===== src/rtl/spi_ram_ctrl_if.sv =====
// rtl/spi_ram_ctrl_if.sv - SPI slave to RAM controller word/byte handshake
interface spi_ram_ctrl_if;
  logic [9:0] din;
  logic       rx_valid;
  logic [7:0] dout;
  logic       tx_valid;

  modport master (output din, rx_valid, input  dout, tx_valid);
  modport slave  (input  din, rx_valid, output dout, tx_valid);
endinterface


===== src/rtl/spi_ram_ctrl.sv =====
// rtl/spi_ram_ctrl.sv - command-decoded single-port RAM behind an SPI slave
// Commands fire once per rx_valid rising edge; read data is held valid for TX_HOLD cycles.
module spi_ram_ctrl #(
  parameter int MEM_DEPTH = 256,
  parameter int ADDR_SIZE = 8,
  parameter bit AUTO_INC  = 1'b0,
  parameter int TX_HOLD   = 9
) (
  input  logic           clk,
  input  logic           rst_n,
  spi_ram_ctrl_if.slave  bus
);

  localparam int                   CW        = $clog2(TX_HOLD);
  localparam logic [CW-1:0]        HOLD_LOAD = CW'(TX_HOLD - 1);
  localparam logic [ADDR_SIZE-1:0] LAST      = ADDR_SIZE'(MEM_DEPTH - 1);
  localparam logic [ADDR_SIZE:0]   DEPTH     = (ADDR_SIZE + 1)'(MEM_DEPTH);

  logic [7:0]           mem [MEM_DEPTH];
  logic [ADDR_SIZE-1:0] wr_addr;
  logic [ADDR_SIZE-1:0] rd_addr;
  logic [CW-1:0]        hold_cnt;
  logic                 rx_valid_d;
  logic                 accept;
  logic [1:0]           cmd;
  logic [7:0]           payload;

  assign accept  = bus.rx_valid & ~rx_valid_d;
  assign cmd     = bus.din[9:8];
  assign payload = bus.din[7:0];

  function automatic logic in_range(input logic [ADDR_SIZE-1:0] a);
    return {1'b0, a} < DEPTH;
  endfunction

  // Out-of-range addresses keep counting and roll over at the address width.
  function automatic logic [ADDR_SIZE-1:0] next_addr(input logic [ADDR_SIZE-1:0] a);
    return (a == LAST) ? '0 : a + 1'b1;
  endfunction

  always_ff @(posedge clk) begin
    if (rst_n && accept && cmd == 2'b01 && in_range(wr_addr))
      mem[wr_addr] <= payload;
  end

  always_ff @(posedge clk) begin
    if (!rst_n) begin
      bus.dout     <= 8'h00;
      bus.tx_valid <= 1'b0;
      wr_addr      <= '0;
      rd_addr      <= '0;
      hold_cnt     <= '0;
      rx_valid_d   <= 1'b0;
    end else begin
      rx_valid_d <= bus.rx_valid;
      if (hold_cnt != '0)
        hold_cnt <= hold_cnt - 1'b1;
      else if (bus.tx_valid)
        bus.tx_valid <= 1'b0;

      if (accept) begin
        case (cmd)
          2'b00: wr_addr <= payload[ADDR_SIZE-1:0];
          2'b01: if (AUTO_INC) wr_addr <= next_addr(wr_addr);
          2'b10: rd_addr <= payload[ADDR_SIZE-1:0];
          default: begin
            // A read during an active hold restarts the window with no gap.
            bus.dout     <= in_range(rd_addr) ? mem[rd_addr] : 8'h00;
            bus.tx_valid <= 1'b1;
            hold_cnt     <= HOLD_LOAD;
            if (AUTO_INC) rd_addr <= next_addr(rd_addr);
          end
        endcase
      end
    end
  end

endmodule


===== src/flat_wrapper.sv =====
// flat-port wrapper written by rule: the top's interface ports become plain ports
module spi_ram_ctrl_flat 
#(
  parameter int MEM_DEPTH = 256,
  parameter int ADDR_SIZE = 8,
  parameter bit AUTO_INC  = 1'b0,
  parameter int TX_HOLD   = 9
)
  (clk, rst_n, bus_din, bus_rx_valid, bus_dout, bus_tx_valid);
  spi_ram_ctrl_if bus_i ();
  input  logic clk;
  input  logic rst_n;
  input wire logic [$bits(bus_i.din)-1:0] bus_din;
  input wire logic [$bits(bus_i.rx_valid)-1:0] bus_rx_valid;
  output wire logic [$bits(bus_i.dout)-1:0] bus_dout;
  output wire logic [$bits(bus_i.tx_valid)-1:0] bus_tx_valid;
  assign bus_i.din = bus_din;
  assign bus_i.rx_valid = bus_rx_valid;
  assign bus_dout = bus_i.dout;
  assign bus_tx_valid = bus_i.tx_valid;
  spi_ram_ctrl #(.MEM_DEPTH(MEM_DEPTH), .ADDR_SIZE(ADDR_SIZE), .AUTO_INC(AUTO_INC), .TX_HOLD(TX_HOLD)) u_core (.clk(clk), .rst_n(rst_n), .bus(bus_i));
endmodule

===== config.mk =====
export PLATFORM = sky130hd
export DESIGN_NAME = spi_ram_ctrl_flat
export DESIGN_NICKNAME = d
export VERILOG_FILES = /design/src/rtl/spi_ram_ctrl_if.sv /design/src/rtl/spi_ram_ctrl.sv /design/src/flat_wrapper.sv
export SDC_FILE = /design/constraint.sdc
export NUM_CORES = 2
export LEC_CHECK = 0
export ABC_AREA = 0
export CAP_MARGIN = 30
export CORE_UTILIZATION = 55
export DETAILED_ROUTE_END_ITERATION = 7
export GPL_TIMING_DRIVEN = 1
export PLACE_DENSITY_LB_ADDON = 0.15
export SLEW_MARGIN = 20
export SYNTH_ARGS = -nofsm -noshare
export SYNTH_HDL_FRONTEND = slang
export SYNTH_SLANG_ARGS = --single-unit

===== constraint.sdc =====
create_clock -name clk -period 2.6 [get_ports clk]
set_input_delay 0.39 -clock clk [delete_from_list [all_inputs] [get_ports clk]]
set_output_delay 0.39 -clock clk [all_outputs]
set_load 0.1 [all_outputs]

# Yosys cells after proc, flatten, opt, wreduce, memory -nomap -nowiden

Memories as Yosys holds them, arrays and structs flattened. A register that Yosys moved wholly into a read port is not among the register bits.
Cells that the tools add are included.

Memories kept: 1
Bits in registers: 22
Word-level logic and storage cells: 29
Input port bits: 13
RAM bits: 2048

Memories:

| name       | depth | bits a word | rd ports | clocked after Yosys merged registers in | write ports | RTL line           | source |
|---|---|---|---|---|---|---|---|
| u_core.mem | 256   | 8           | 1        | 1                                       | 1           | spi_ram_ctrl.sv:19 | `logic [7:0] mem [MEM_DEPTH];` |

Reductions and logical operators: 9
Eq/ne operators: 2
Add/sub/neg operators: 1
Mux-type cells: 8
Bitwise logic cells: 3

Operators by type and width:

| kind                                                               | number |
|---|---|
| 4-bit two-way mux                                                  | 3 |
| 2-bit AND reduction                                                | 3 |
| 1-bit two-way mux                                                  | 5 |
| 4-bit nonzero test                                                 | 1 |
| 4-bit by 1-bit subtractor with 4-bit output, second input constant | 1 |
| 3-bit OR reduction                                                 | 1 |
| 2-bit by 1-bit == test with 1-bit output, second input constant    | 1 |
| 2-bit == test, second input constant                               | 1 |
| 1-bit logical AND                                                  | 2 |
| 2-bit zero test                                                    | 1 |
| 1-bit inverter                                                     | 2 |
| 1-bit bitwise AND                                                  | 1 |
| 1-bit zero test                                                    | 1 |

# Depth between registers and ports, before layout

Depth after elaboration: 6
Depth in mapped cells: 14
Gate-level depth less buffers: 7

# Worst setup path after synthesis

OpenSTA, ideal clock, no wires.

Path kind: reg-to-reg
Start point: register u_core.rd_addr[0]
End point: register u_core.bus.dout[3] (read register of u_core.mem)
Setup slack: 67 ps
Arrival time: 2411 ps
Buffers on the path: 5
Cell stages (with the launch flop): 12
Cells stage by stage: dfxtp_1 buf_6 buf_12 buf_6 buf_6 buf_4 mux4_2 a221oi_2 o21ai_0 a21oi_1 nor3_1 a221o_1

RTL lines:

| element                | RTL line             | source |
|---|---|---|
| from (decl)            | spi_ram_ctrl.sv:21   | `logic [ADDR_SIZE-1:0] rd_addr;` |
| from (signal assigned) | spi_ram_ctrl.sv:65   | `2'b10: rd_addr <= payload[ADDR_SIZE-1:0];` |
| from (signal assigned) | spi_ram_ctrl.sv:71   | `if (AUTO_INC) rd_addr <= next_addr(rd_addr);` |
| to (decl)              | spi_ram_ctrl_if.sv:9 | `modport slave (input din, rx_valid, output dout, tx_valid);` |

==> summary.log <==
[logic_synthesis] Most used DFF post-synth edfxtp_1
[power] P_int 54400 uW
[power] Max rail drop VDD 0.630 mV
[die] Die ar. 149000 um^2
[logic_synthesis] Cell variety after synth 72
[clock_tree] number of buffers on the longest clock path 3
[clock_tree] cts bufs inserted 205
[drt] post-detailed-route DRC marker count 0
[worst_setup_path] critical-path cell with the highest stage delay nor4_4
[drt] via-per-instance ratio 6.30
[timing] worst max-slew margin expressed relative to the limit 0.462
[drt] number of detailed-routing iterations run before antenna repair 5
[placed_design] Placement Setup Slack -0.684 ns
[drt] antenna-violating nets left 0
[logic_synthesis] Cells after Synth 3987
[logic_synthesis] flop and latch count out of synthesis 2078
[grt] largest net degree at the start of global routing 109
[worst_setup_path] worst reg2reg startpoint u_core.rd_addr[0]
[timing] time the final worst path needs with I/O delays and setup 2.89 ns
[timing] final hold vios 0
[grt] initial antenna violation count 3
[timing] final setup margin -0.285 ns
[clock_tree] clock tree from TritonCTS yes
[power] part of the total power dissipated in the clock network 0.425
[drt] number of DRC markers after the initial detailed-route iteration 5387
[run_status] violated checks negative setup slack
[clock_tree] H-tree level count 4
[power] switching part of the total power 0.208
[timing] Pins Over Slew Limit 0
[worst_setup_path] arrival time of data at the critical path endpoint 3.68 ns
[worst_setup_path] sort of element at the end of the critical path flip-flop
[placed_design] half-perimeter wire length after detailed placement 139 mm
[power] power share of the sequential group 0.537
[power] switching pwr 14300 uW
[worst_setup_path] critical path required time 3.40 ns
[finish] area taken by multi-input logic gates 18200 um^2
[logic_synthesis] netlist area before placement 81100 um^2
[worst_setup_path] CP bufs+invs 6
[finish] number of fillers in the final layout 9376
[flow_run] Max-cap violations 0
[clock_tree] CTS Root Cell clkbuf_16
[drt] Post-Route WL 215 mm
[logic_synthesis] fraction of registers with async set/reset 0
[worst_setup_path] stage delay of the slowest cell on the critical path 0.47 ns
[placed_design] PortBufs 21
[worst_setup_path] Worst setup SP type flip-flop
[timing] Fin Clk Skew 0.0402 ns
[logic_synthesis] mean area per synthesized cell 20.3 um^2
[power] power share of the combinational group 0.039
[worst_setup_path] peak fanout along the critical path 7
[grt] overall global routing resource usage 0.291
[worst_setup_path] dominant delay contributor by cell family on the critical path buffers and inverters
[grt] via count of the first global-routing pass 43500
[power] Tot Pwr 68700 uW
[logic_synthesis] Post-Syn Nets 4001
[worst_setup_path] Setup crit start u_core.rd_addr[0]
[clock_tree] clock latency reported for the late side of the worst-skew pair 0.86 ns
[timing] final worst-path cycle share 1.11
[finish] number of nets in the finished design 4933
[run_status] outcome finished, violations left
[clock_tree] total clock sinks 2078
[die] Std-Cell Rows 140
[finish] fraction of layout instances using a drive strength above 1 0.350
[finish] count of inserted antenna diode cells 0
[timing] sum of negative setup slack -1.78 ns
[timing] worst-margin pin slew 0.808 ns
[worst_setup_path] CP cell instances buf_6, buf_16, buf_12, buf_16, buf_6, mux4_2, mux2_4, o32ai_2, buf_4, a311oi_2, nand3_2, nor4_4, a211o_1
[finish] Synth-to-Final Area Change 21.5%
[hold_path] worst min-delay path class primary input to flip-flop
[logic_synthesis] count of warnings emitted by yosys 0
[die] Initial Utilization 0.556
[die] chip height 386 um
[drt] post-detailed-route wirelength per cell 30.7 um
[timing] Peak Freq 347 MHz
[clock_tree] clock transition at the register clock pins on the worst setup and hold paths after CTS 0.06 ns
[logic_synthesis] number of enable-type register cells in the synthesized netlist 2048
[timing] count of final setup violators 8
[worst_setup_path] CP Class flip-flop to flip-flop
[die] die width 386 um
[logic_synthesis] sequential share of the synthesized area 0.766
[die] top-level port count 22
[timing] RSZ-0062 raised after global routing yes
[hold_path] launch instance of the worst min-delay path bus_din[2]
[die] Core Area 146000 um^2
[power] leakage power 0.0318 uW
[drt] number of vias after detailed routing 44100
[power] total power density per cell area 698 nW/um^2
[grt] wire length of the first global-routing pass 308 mm
[placed_design] Placer Congestion 0.891
[timing] Hold WS 0.0756 ns
[grt] gr ovfl total 0
[finish] area taken by flip-flops and latches 62100 um^2
[cells in the final DEF (no fill, tap or decap), types with 8 or more instances in the layout]
cell and n:
a211oi_1 20, buf_4 789, buf_12 93, buf_6 35, clkbuf_8 15, buf_16 18, nor2_1 306, o221ai_1 39
a21oi_2 10, dfxtp_1 26, clkinv_1 47, mux4_1 18, clkbuf_1 42, o21ai_1 11, o22ai_1 79, o22ai_2 9
a22oi_1 42, and2_1 9, nand3_1 27, a21boi_0 26, mux2i_2 8, mux4_2 388, nand2_1 125, nor3_1 21
a211oi_2 11, o21ai_0 19, clkinvlp_4 12, bufinv_16 18, mux2i_1 260, a21oi_1 43, clkbuf_16 211, o221ai_2 12
clkinv_2 30, nor2b_1 8, edfxtp_1 2048
[area by class of cell]
class | count | share of cell area
Tap cell | 1917 | 0.0244
Sequential cell | 2078 | 0.631
Timing Repair Buffer | 962 | 0.0929
Clock buffer | 255 | 0.0549
Clock inverter | 122 | 0.0124
Inverter | 4 | 0.000178
Multi-Input combinational cell | 1668 | 0.184
[path summary, 6_finish.rpt]
check,end,slack (ns),cells after the start
setup reg to reg,u_core.bus.dout[7],-0.29,13
setup / recovery,u_core.bus.dout[7],-0.29,13
hold / removal,u_core.mem[158][2],0.08,1
hold reg to reg,u_core.bus.tx_valid,0.49,2
[power by group through the flow]
stage | sequential, uW | clock [uW] | combinational (uW)
after floorplan | 37600 | 0 | 1010
after global placement | 37600 | 0 | 2400
after detailed placement | 37600 | 0 | 2440
after CTS | 36900 | 29500 | 2590
after global routing | 36800 | 30800 | 2780
final | 36900 | 29200 | 2650
[what timing repair did]
item	CTS	global route
setup endpoints to repair	8	8
hold buffers	2	0
pin swaps	36	28
gates resized for setup	175	78
setup buffers	42	21
gates cloned	10	5
hold endpoints to repair	6	0
[worst register-to-register path, stage by stage (launching register included)]
cell      delay (ns)
dfxtp_4         0.38
buf_6           0.13
buf_16          0.15
buf_12          0.17
buf_16          0.15
buf_6           0.12
mux4_2          0.31
mux2_4          0.15
o32ai_2         0.06
buf_4           0.17
a311oi_2        0.22
nand3_2         0.18
nor4_4          0.48
a211o_1         0.18
[cells in the mapped netlist, types with 30 or more instances]
| library cell | n | area share |
|---|---|---|
| edfxtp_1 | 2048 | 0.76 |
| nand2_1 | 129 | 0.0060 |
| o221ai_1 | 51 | 0.0055 |
| buf_6 | 39 | 0.0054 |
| nand3_1 | 31 | 0.0019 |
| clkbuf_1 | 97 | 0.0045 |
| o22ai_1 | 88 | 0.0068 |
| o21ai_0 | 31 | 0.0019 |
| dfxtp_1 | 30 | 0.0074 |
| a22oi_1 | 47 | 0.0044 |
| mux2i_1 | 270 | 0.033 |
| a21oi_1 | 59 | 0.0036 |
| mux4_2 | 380 | 0.11 |
| buf_2 | 48 | 0.0030 |
| a211oi_1 | 33 | 0.0031 |
| nor2_1 | 314 | 0.015 |
[stage by stage]
stage          cells   util  instance area, um^2
6_report        7006  0.675                98500
5_1_grt         7006  0.675                98500
4_1_cts         6983  0.671                97900
3_5_place_dp    6554  0.616                89800
3_3_place_gp    6554  0.615                89800
2_1_floorplan   3987      -                81100
[logic make-up (layout without fill, tap and decap cells)]
family / Yosys count / in the layout / share of synthesized area
mux: 681 / 681 / 0.148
buf+inv: 241 / 1343 / 0.0197
xor+xnor: 1 / 1 / 0.000108
flops: 2078 / 2078 / 0.766
fa+ha+maj: 1 / 1 / 0.000154
compound gates: 402 / 402 / 0.0349
simple gates: 583 / 583 / 0.0310
[per-layer routing]
metal / track usage / vias up / share of wire
met3: 0.0519 / 382 / 0.087
met2: 0.454 / 2246 / 0.48
li1: - / 18400 / -
met1: 0.418 / 23100 / 0.40
met4: 0.102 / 2 / 0.036
met5: 0 / - / 0.000033
[sequential cells by signal, indices dropped and copies added, names as in the netlist]
signal / flops
u_core.mem: 2048
u_core.bus.dout: 8
u_core.rd_addr: 8
u_core.wr_addr: 8
u_core.hold_cnt: 4
u_core.bus.tx_valid: 1
u_core.rx_valid_d: 1
Note: power is estimated with default switching activity, not from simulation.
